[config.mk]
export PLATFORM = sky130hd
export DESIGN_NAME = roic_frame_timing_gen_flat
export DESIGN_NICKNAME = d
export VERILOG_FILES = /design/src/rtl/roic_frame_timing_gen_if.sv /design/src/rtl/roic_frame_timing_gen.sv /design/src/flat_wrapper.sv
export SDC_FILE = /design/constraint.sdc
export NUM_CORES = 1
export LEC_CHECK = 0
export ABC_CLOCK_PERIOD_IN_PS = 4750
export BUFFER_PORTS_ARGS = -buffer_cell sky130_fd_sc_hd__buf_2
export CORE_MARGIN = 8
export CORE_UTILIZATION = 59
export DETAILED_ROUTE_END_ITERATION = 8
export PLACE_DENSITY = 0.8
export SYNTH_ARGS = -nofsm -noshare
export SYNTH_HDL_FRONTEND = slang
export SYNTH_SLANG_ARGS = --single-unit
[constraint.sdc]
create_clock -name clk -period 4.75 [get_ports clk]
set_input_delay 0.475 -clock clk [delete_from_list [all_inputs] [get_ports clk]]
set_output_delay 0.475 -clock clk [all_outputs]
set_load 0.005 [all_outputs]
[src/rtl/roic_frame_timing_gen_if.sv]
// Control/status bundle between a frame sequencer and the ROIC frame timing generator.
// The slave side is the timing generator; the master side drives frame requests and config.
interface roic_frame_timing_gen_if #(
    parameter int CNT_W = 16
);
    logic             enable;
    logic             start;
    logic [CNT_W-1:0] cfg_intg_time;
    logic [CNT_W-1:0] cfg_frame_period;
    logic             fsync;
    logic             intg;
    logic             readout_active;
    logic             busy;
    logic [15:0]      frame_cnt;
    logic             period_clamped;

    modport master (
        output enable, start, cfg_intg_time, cfg_frame_period,
        input  fsync, intg, readout_active, busy, frame_cnt, period_clamped
    );

    modport slave (
        input  enable, start, cfg_intg_time, cfg_frame_period,
        output fsync, intg, readout_active, busy, frame_cnt, period_clamped
    );
endinterface

[src/rtl/roic_frame_timing_gen.sv]
// Per-frame fsync / integration window generator for the matrix shift scanner,
// reserving a full readout interval after every integration window.
module roic_frame_timing_gen #(
    parameter int CNT_W       = 16,
    parameter int FSYNC_W     = 2,
    parameter int INTG_DLY    = 2,
    parameter int READOUT_CYC = 310
) (
    input  logic                        clk,
    input  logic                        master_rst,
    roic_frame_timing_gen_if.slave      bus
);
    // Two spare bits keep M = FSYNC_W + INTG_DLY + T + READOUT_CYC from overflowing.
    localparam int PW = CNT_W + 2;
    typedef logic [PW-1:0] phase_t;

    localparam phase_t FIXED_CYC = phase_t'(FSYNC_W + INTG_DLY + READOUT_CYC);

    typedef enum logic [2:0] {
        IDLE,
        FSYNC,
        PRE_INTG,
        INTEGRATE,
        READOUT,
        PAD
    } state_t;

    state_t      state, state_nxt;
    phase_t      cnt, cnt_nxt;
    phase_t      t_lat, pad_lat;
    phase_t      t_eff, min_len, req_len, pad_len;
    logic        clamp;
    logic        load_cfg, frame_done;

    logic        fsync_q, intg_q, readout_q, busy_q, clamped_q;
    logic [15:0] frame_cnt_q;

    // Frame geometry derived from the live config; only captured on load_cfg.
    always_comb begin
        t_eff   = (bus.cfg_intg_time == '0) ? phase_t'(1) : phase_t'(bus.cfg_intg_time);
        min_len = FIXED_CYC + t_eff;
        req_len = phase_t'(bus.cfg_frame_period);
        clamp   = (req_len < min_len);
        pad_len = clamp ? '0 : (req_len - min_len);
    end

    // NOTE: every signal gets a default before the case so no path leaves it unassigned (no latches).
    always_comb begin
        state_nxt  = state;
        cnt_nxt    = cnt - phase_t'(1);
        load_cfg   = 1'b0;
        frame_done = 1'b0;

        unique case (state)
            IDLE: begin
                cnt_nxt = '0;
                if (bus.enable || bus.start) begin
                    state_nxt = FSYNC;
                    cnt_nxt   = phase_t'(FSYNC_W - 1);
                    load_cfg  = 1'b1;
                end
            end
            FSYNC: if (cnt == '0) begin
                state_nxt = PRE_INTG;
                cnt_nxt   = phase_t'(INTG_DLY - 1);
            end
            PRE_INTG: if (cnt == '0) begin
                state_nxt = INTEGRATE;
                cnt_nxt   = t_lat - phase_t'(1);
            end
            INTEGRATE: if (cnt == '0) begin
                state_nxt = READOUT;
                cnt_nxt   = phase_t'(READOUT_CYC - 1);
            end
            READOUT: if (cnt == '0) begin
                if (pad_lat != '0) begin
                    state_nxt = PAD;
                    cnt_nxt   = pad_lat - phase_t'(1);
                end else begin
                    frame_done = 1'b1;
                end
            end
            PAD: if (cnt == '0) frame_done = 1'b1;
            default: state_nxt = IDLE;
        endcase

        // Back-to-back frames restart at k=0 with freshly latched config.
        if (frame_done) begin
            if (bus.enable) begin
                state_nxt = FSYNC;
                cnt_nxt   = phase_t'(FSYNC_W - 1);
                load_cfg  = 1'b1;
            end else begin
                state_nxt = IDLE;
                cnt_nxt   = '0;
            end
        end
    end

    // NOTE: sequential state uses non-blocking assignments so every register samples pre-edge values.
    always_ff @(posedge clk) begin
        if (master_rst) begin
            state       <= IDLE;
            cnt         <= '0;
            t_lat       <= '0;
            pad_lat     <= '0;
            fsync_q     <= 1'b0;
            intg_q      <= 1'b0;
            readout_q   <= 1'b0;
            busy_q      <= 1'b0;
            clamped_q   <= 1'b0;
            frame_cnt_q <= '0;
        end else begin
            state     <= state_nxt;
            cnt       <= cnt_nxt;
            if (load_cfg) begin
                t_lat     <= t_eff;
                pad_lat   <= pad_len;
                clamped_q <= clamp;
            end
            if (frame_done) frame_cnt_q <= frame_cnt_q + 16'd1;
            // Strobes decode the next state so they line up with it, registered.
            fsync_q   <= (state_nxt == FSYNC);
            intg_q    <= (state_nxt == INTEGRATE);
            readout_q <= (state_nxt == READOUT);
            busy_q    <= (state_nxt != IDLE);
        end
    end

    assign bus.fsync          = fsync_q;
    assign bus.intg           = intg_q;
    assign bus.readout_active = readout_q;
    assign bus.busy           = busy_q;
    assign bus.frame_cnt      = frame_cnt_q;
    assign bus.period_clamped = clamped_q;
endmodule

[src/flat_wrapper.sv]
// flat-port wrapper written by rule: the top's interface ports become plain ports
module roic_frame_timing_gen_flat 
#(
    parameter int CNT_W       = 16,
    parameter int FSYNC_W     = 2,
    parameter int INTG_DLY    = 2,
    parameter int READOUT_CYC = 310
)
  (clk, master_rst, bus_enable, bus_start, bus_cfg_intg_time, bus_cfg_frame_period, bus_fsync, bus_intg, bus_readout_active, bus_busy, bus_frame_cnt, bus_period_clamped);
  roic_frame_timing_gen_if #(.CNT_W(CNT_W)) bus_i ();
  input  logic clk;
  input  logic master_rst;
  input wire logic [$bits(bus_i.enable)-1:0] bus_enable;
  input wire logic [$bits(bus_i.start)-1:0] bus_start;
  input wire logic [$bits(bus_i.cfg_intg_time)-1:0] bus_cfg_intg_time;
  input wire logic [$bits(bus_i.cfg_frame_period)-1:0] bus_cfg_frame_period;
  output wire logic [$bits(bus_i.fsync)-1:0] bus_fsync;
  output wire logic [$bits(bus_i.intg)-1:0] bus_intg;
  output wire logic [$bits(bus_i.readout_active)-1:0] bus_readout_active;
  output wire logic [$bits(bus_i.busy)-1:0] bus_busy;
  output wire logic [$bits(bus_i.frame_cnt)-1:0] bus_frame_cnt;
  output wire logic [$bits(bus_i.period_clamped)-1:0] bus_period_clamped;
  assign bus_i.enable = bus_enable;
  assign bus_i.start = bus_start;
  assign bus_i.cfg_intg_time = bus_cfg_intg_time;
  assign bus_i.cfg_frame_period = bus_cfg_frame_period;
  assign bus_fsync = bus_i.fsync;
  assign bus_intg = bus_i.intg;
  assign bus_readout_active = bus_i.readout_active;
  assign bus_busy = bus_i.busy;
  assign bus_frame_cnt = bus_i.frame_cnt;
  assign bus_period_clamped = bus_i.period_clamped;
  roic_frame_timing_gen #(.CNT_W(CNT_W), .FSYNC_W(FSYNC_W), .INTG_DLY(INTG_DLY), .READOUT_CYC(READOUT_CYC)) u_core (.clk(clk), .master_rst(master_rst), .bus(bus_i));
endmodule
# [Yosys cells after proc, flatten, opt, wreduce, memory -nomap -nowiden]
# Index checks and enable logic that the tools add are counted.
[op_classes] n_addsub=6 n_lt_le_gt_ge=1 n_eq_ne=8 mux=28 reduce_logical=6
[op_table] operator="$mux 18" n=7
[op_table] operator="$pmux 18 s5" n=1
[op_table] operator="$sub 18x1->18 const B" n=3
[op_table] operator="$mux 3" n=7
[op_table] operator="$add 9x18->18 const A" n=1
[op_table] operator="$logic_not 18->1" n=1
[op_table] operator="$lt 16x18->1" n=1
[op_table] operator="$pmux 3 s6" n=1
[op_table] operator="$reduce_bool 18->1" n=1
[op_table] operator="$sub 16x18->18" n=1
[op_table] operator="$add 16x1->16 const B" n=1
[op_table] operator="$logic_not 16->1" n=1
[op_table] operator="$mux 16" n=1
[op_table] operator="$mux 1" n=10
[op_table] operator="$eq 3x2->1 const B" n=3
[op_table] operator="$eq 3x3->1 const B" n=3
[op_table] operator="$eq 3x1->1 const B" n=2
[op_table] operator="$logic_not 3->1" n=1
[op_table] operator="$reduce_bool 3->1" n=1
[op_table] operator="$pmux 1 s2" n=1
[op_table] operator="$logic_or 1x1->1" n=1
[totals] reg_bits=78 inputBits=36 output_inout_bits=21 word_cells=59

# [Depth between registers and ports, before layout]
[depth] word_depth=6 depth_mapped=16 ltp_nobuf=13

# [Least setup slack after synthesis]
# No wires, ideal clock.
[synth_path] path_type="input -> register" start="in bus_cfg_intg_time[1]" end="reg u_core.pad_lat[15]" setup_time_ns=0.070 t_arrival_ns=3.667 required_time_ns=4.680 slack_ns=1.013 stages=15 path_buffers=3 path_cell_list="clkbuf_1 > ha_1 > nand2b_1 > a31oi_1 > nor2_1 > xnor2_1 > ha_1 > clkbuf_1 > nand4_1 > nor4_1 > a211oi_1 > a221oi_1 > clkbuf_1 > nand4b_1 > a21oi_1"
[synth_via] elab_chain_cells=5 word_cells_on_any_way=6 cone_classes="add/sub (2); order compare (1); mux (2); reduce/logical (1)"
[synth_rtl] item="start, declared" line="flat_wrapper.sv:15" rtl="input wire logic [$bits(bus_i.cfg_intg_time)-1:0] bus_cfg_intg_time;"
[synth_rtl] item="$logic_not 16->1" line="roic_frame_timing_gen.sv:40" rtl="t_eff = (bus.cfg_intg_time == '0) ? phase_t'(1) : phase_t'(bus.cfg_intg_time);"
[synth_rtl] item="$mux 16 (*)" line="roic_frame_timing_gen.sv:40"
[synth_rtl] item="$add 9x18->18 (*)" line="roic_frame_timing_gen.sv:41" rtl="min_len = FIXED_CYC + t_eff;"
[synth_rtl] item="$sub 16x18->18 / $lt 16x18->1 (equally long branches)" line="roic_frame_timing_gen.sv:44, roic_frame_timing_gen.sv:43"
[synth_rtl] item="$mux 18 (*)" line="roic_frame_timing_gen.sv:44" rtl="pad_len = clamp ? '0 : (req_len - min_len);"
[synth_rtl] item="end signal, assigned" line="roic_frame_timing_gen.sv:118" rtl="pad_lat <= pad_len;"
[synth_rtl] item="end, declared" line="roic_frame_timing_gen.sv:30" rtl="phase_t t_lat, pad_lat;"
# Every way passes the cells marked *; elsewhere a longest branch is shown, timed or not.
# A chain may end at the register's enable or synchronous reset.

# [Worst setup path after layout]
[layout_path] start="in bus_cfg_intg_time[5]" end="reg u_core.pad_lat[11]"
# Same word-level chain as after synthesis.

==> flow_summary.yaml <==
finish:
  fill_cells: 718
  antennaDiodeCount: 0
  drive_gt1_share_pct: 13.6
  final_common_cell: "nand2_1"
  fin_nets: 759
  layout_common_cells: "83 x nand2_1, 76 x dfxtp_1, 74 x nor2_1"
  areaGrowthSynthToFinish_pct: 10.9
  final_cells: 811
synth:
  ys_ff_latch: 76
  synth_top_family_by_area: "simple AND/OR/NAND/NOR gates"
  synthSimpleGateAreaFrac_pct: 29.8
  ys_types: 58
  synth.avg_cell_area_sq_um: 7.67
  synth-compound-area-share_pct: 17.6
  synth_xor_area_share_pct: 12.9
  synth_top_area_share_pct: 30.2
  synth_ff_type: "dfxtp_1"
  yosys_warnings: 0
  synth_edf_count: 0
  seq_area_frac_synth_pct: 30.2
  async_flop_share_pct: 0
  syn_nets: 716
  netlist_area_sq_um: 5040
  ys_top_cells_by_area: "dfxtp_1 30%, xnor2_1 6.4%, xor2_1 6.4%"
  yosys.area_share.adder_pct: 5.81
  synthMuxAreaShare_pct: 0
  yosys.area.top_type: "dfxtp_1"
  synthCells: 658
timing:
  period_share_pct: 69.3
  fmax_ghz: 0.304
  worst_slack_ns: 1.46
  setup_viol: 0
  worst_slew_pin_slew_ns: 1.03
  slew_headroom_pct: 31.0
  finalSetupTns_ns: 0
  rsz0062_at_grt: "false"
  slew_viol_final: 0
  min_period_ns: 3.29
  fin_worst_skew_ns: 0.0173
  hold_viol_final: 0
critical_path:
  crit_family: "compound AO/OA/AOI/OAI gates"
  cp.arrival_ns: 3.49
  critPathLaunchType: "primary input"
  critPathMaxFanout: 18
  crit_type: "primary input to flip-flop"
  cpPeakStageDelay_ns: 0.39
  path_cells: "buf_2 > nor3_1 > nand2b_1 > a31oi_1 > nor2_1 > xnor2_1 > ha_1 > a211o_1 > o211ai_1 > nand2_1 > a211oi_1 > a221oi_2 > buf_4 > nand4b_1 > a21oi_1"
  cpMaxStageDelayCell: "nor3_1"
  critPathCaptureType: "flip-flop"
  critPathRequiredTime_ns: 4.94
  crit_buf_inv: 2
routing:
  route.detailed.drc: 0
  num_vias: 4964
  wl_um: 13500
  avgViaCountPerCell: 6.12
  dr.pass1.iters: 5
  wl_per_cell_um: 16.6
  drtIter0Drc: 424
  ant_nets: 0
place:
  routabilityCongestion: 0.922
  dp_hpwl_um: 10300
  portBuffers: 56
  dp_slack_ns: 1.11
  placed_cells: 795
outcome:
  status: "completed"
global_route:
  grt_overflow_total: 0
  grt_pass1_wl_um: 22200
  grt_pass1_vias: 4690
  grt_antenna_before_repair: 0
  gr-usage-all-layers_pct: 23.3
  grt_start_max_net_pins: 59
floorplanning:
  core_sq_um: 8260
  io_pins: 57
  rows: 33
  die_y_um: 108
  die-width_um: 108
  dieArea_sq_um: 11800
  start_util_pct: 61.1
clocking:
  htreeDepth: 3
  clkSinkCount: 76
  cts_max_path_buffers: 2
  cts_tree: "done"
  cts_buffers: 9
  postCtsSetupBuffers: 0
  insertion_delay_ns: 0.36
  ctsResizeCount: 0
  clk_pin_slew_ns: 0.08
  ctsHoldBuffers: 0
  cts_root_buf: "clkbuf_8"
power:
  vdd.ir_drop.worst_v: 0.000239
  power_density_nw_per_um2: 574
  power_leakage_nw: 2.28
flow_run:
  maxCapViolations: 0
worst_hold_path:
  hold_class: "primary input to flip-flop"
==> report_power, final <==
group	switching, mW	total [mW]	internal (mW)
Combinational	1.07	1.75	0.678
Clock	0.264	0.569	0.305
Sequential	0.132	0.889	0.758
Total	1.47	3.21	1.74
==> layer usage <==
| metal | wire length, um | GRT usage, % | vias to the layer above |
|---|---|---|---|
| met1 | 6060 | 30.5 | 2322 |
| met5 | 0 | 0 | - |
| li1 | - | - | 2433 |
| met3 | 893 | 4.52 | 19 |
| met2 | 6240 | 37.5 | 190 |
| met4 | 271 | 8.02 | 0 |
==> Yosys cell counts, types with 8 or more instances <==
cell type / count
nand2_1: 83
dfxtp_1: 76
nor2_1: 75
a21oi_1: 62
xnor2_1: 37
xor2_1: 37
nand3_1: 23
ha_1: 21
clkbuf_1: 20
inv_1: 19
nor3_1: 18
o21ai_0: 18
nor4_1: 15
or3_1: 15
o22ai_1: 12
nand2b_1: 10
a22oi_1: 8
nand4_1: 8
==> metrics by stage <==
stage	area (sq um)	hold WS, ns	utilization [%]	power, mW
4_1_cts	5590	0.374	67.7	3.20
3_5_place_dp	5370	0.487	65.0	2.62
3_3_place_gp	5370	0.471	65.0	2.58
5_1_grt	5590	0.388	67.7	3.46
6_report	5590	0.386	67.7	3.21
2_1_floorplan	5040	0.448	-	2.25
==> area by class of cell <==
type | instances | area [sq um] | area share, %
clock buffer | 9 | 124 | 2.21
clock inverter | 7 | 105 | 1.88
inverter | 19 | 71.3 | 1.27
multi-input combinational | 536 | 3340 | 59.7
sequential | 76 | 1520 | 27.2
tap | 105 | 131 | 2.35
timing repair buffer | 59 | 303 | 5.41
==> final timing paths <==
check                                     startpoint                  to  slack [ns]  cells past startpoint
worst max-delay path            bus_cfg_intg_time[5]  u_core.pad_lat[11]        1.46                     15
worst max register to register        u_core.cnt[11]  u_core.pad_lat[11]        1.56                      8
worst min register to register      u_core.t_lat[10]    u_core.t_lat[10]        0.50                      2
worst min-delay path            bus_cfg_intg_time[5]     u_core.t_lat[5]        0.39                      3
==> cell families after synthesis <==
kind of cell / count (synthesis)
xor+xnor: 74
fa+ha+maj: 23
buf+inv: 46
compound gates: 144
simple gates: 295
flops: 76
==> worst reg2reg max path: stages, from the launching register on <==
cell and delay (ns):
dfxtp_1 0.34, or4_4 0.56, nand4bb_1 0.27, or3_1 0.67
nor4b_2 0.48, or2_1 0.16, buf_4 0.32, nand4b_1 0.16
a21oi_1 0.15
==> registers in the layout, summed over array words and instances (netlist names) <==
register,flops
u_core.bus.busy,1
u_core.bus.frame_cnt,16
u_core.bus.fsync,1
u_core.bus.intg,1
u_core.bus.period_clamped,1
u_core.bus.readout_active,1
u_core.cnt,18
u_core.pad_lat,18
u_core.state,3
u_core.t_lat,16
Power figures use the tool's default switching activity.
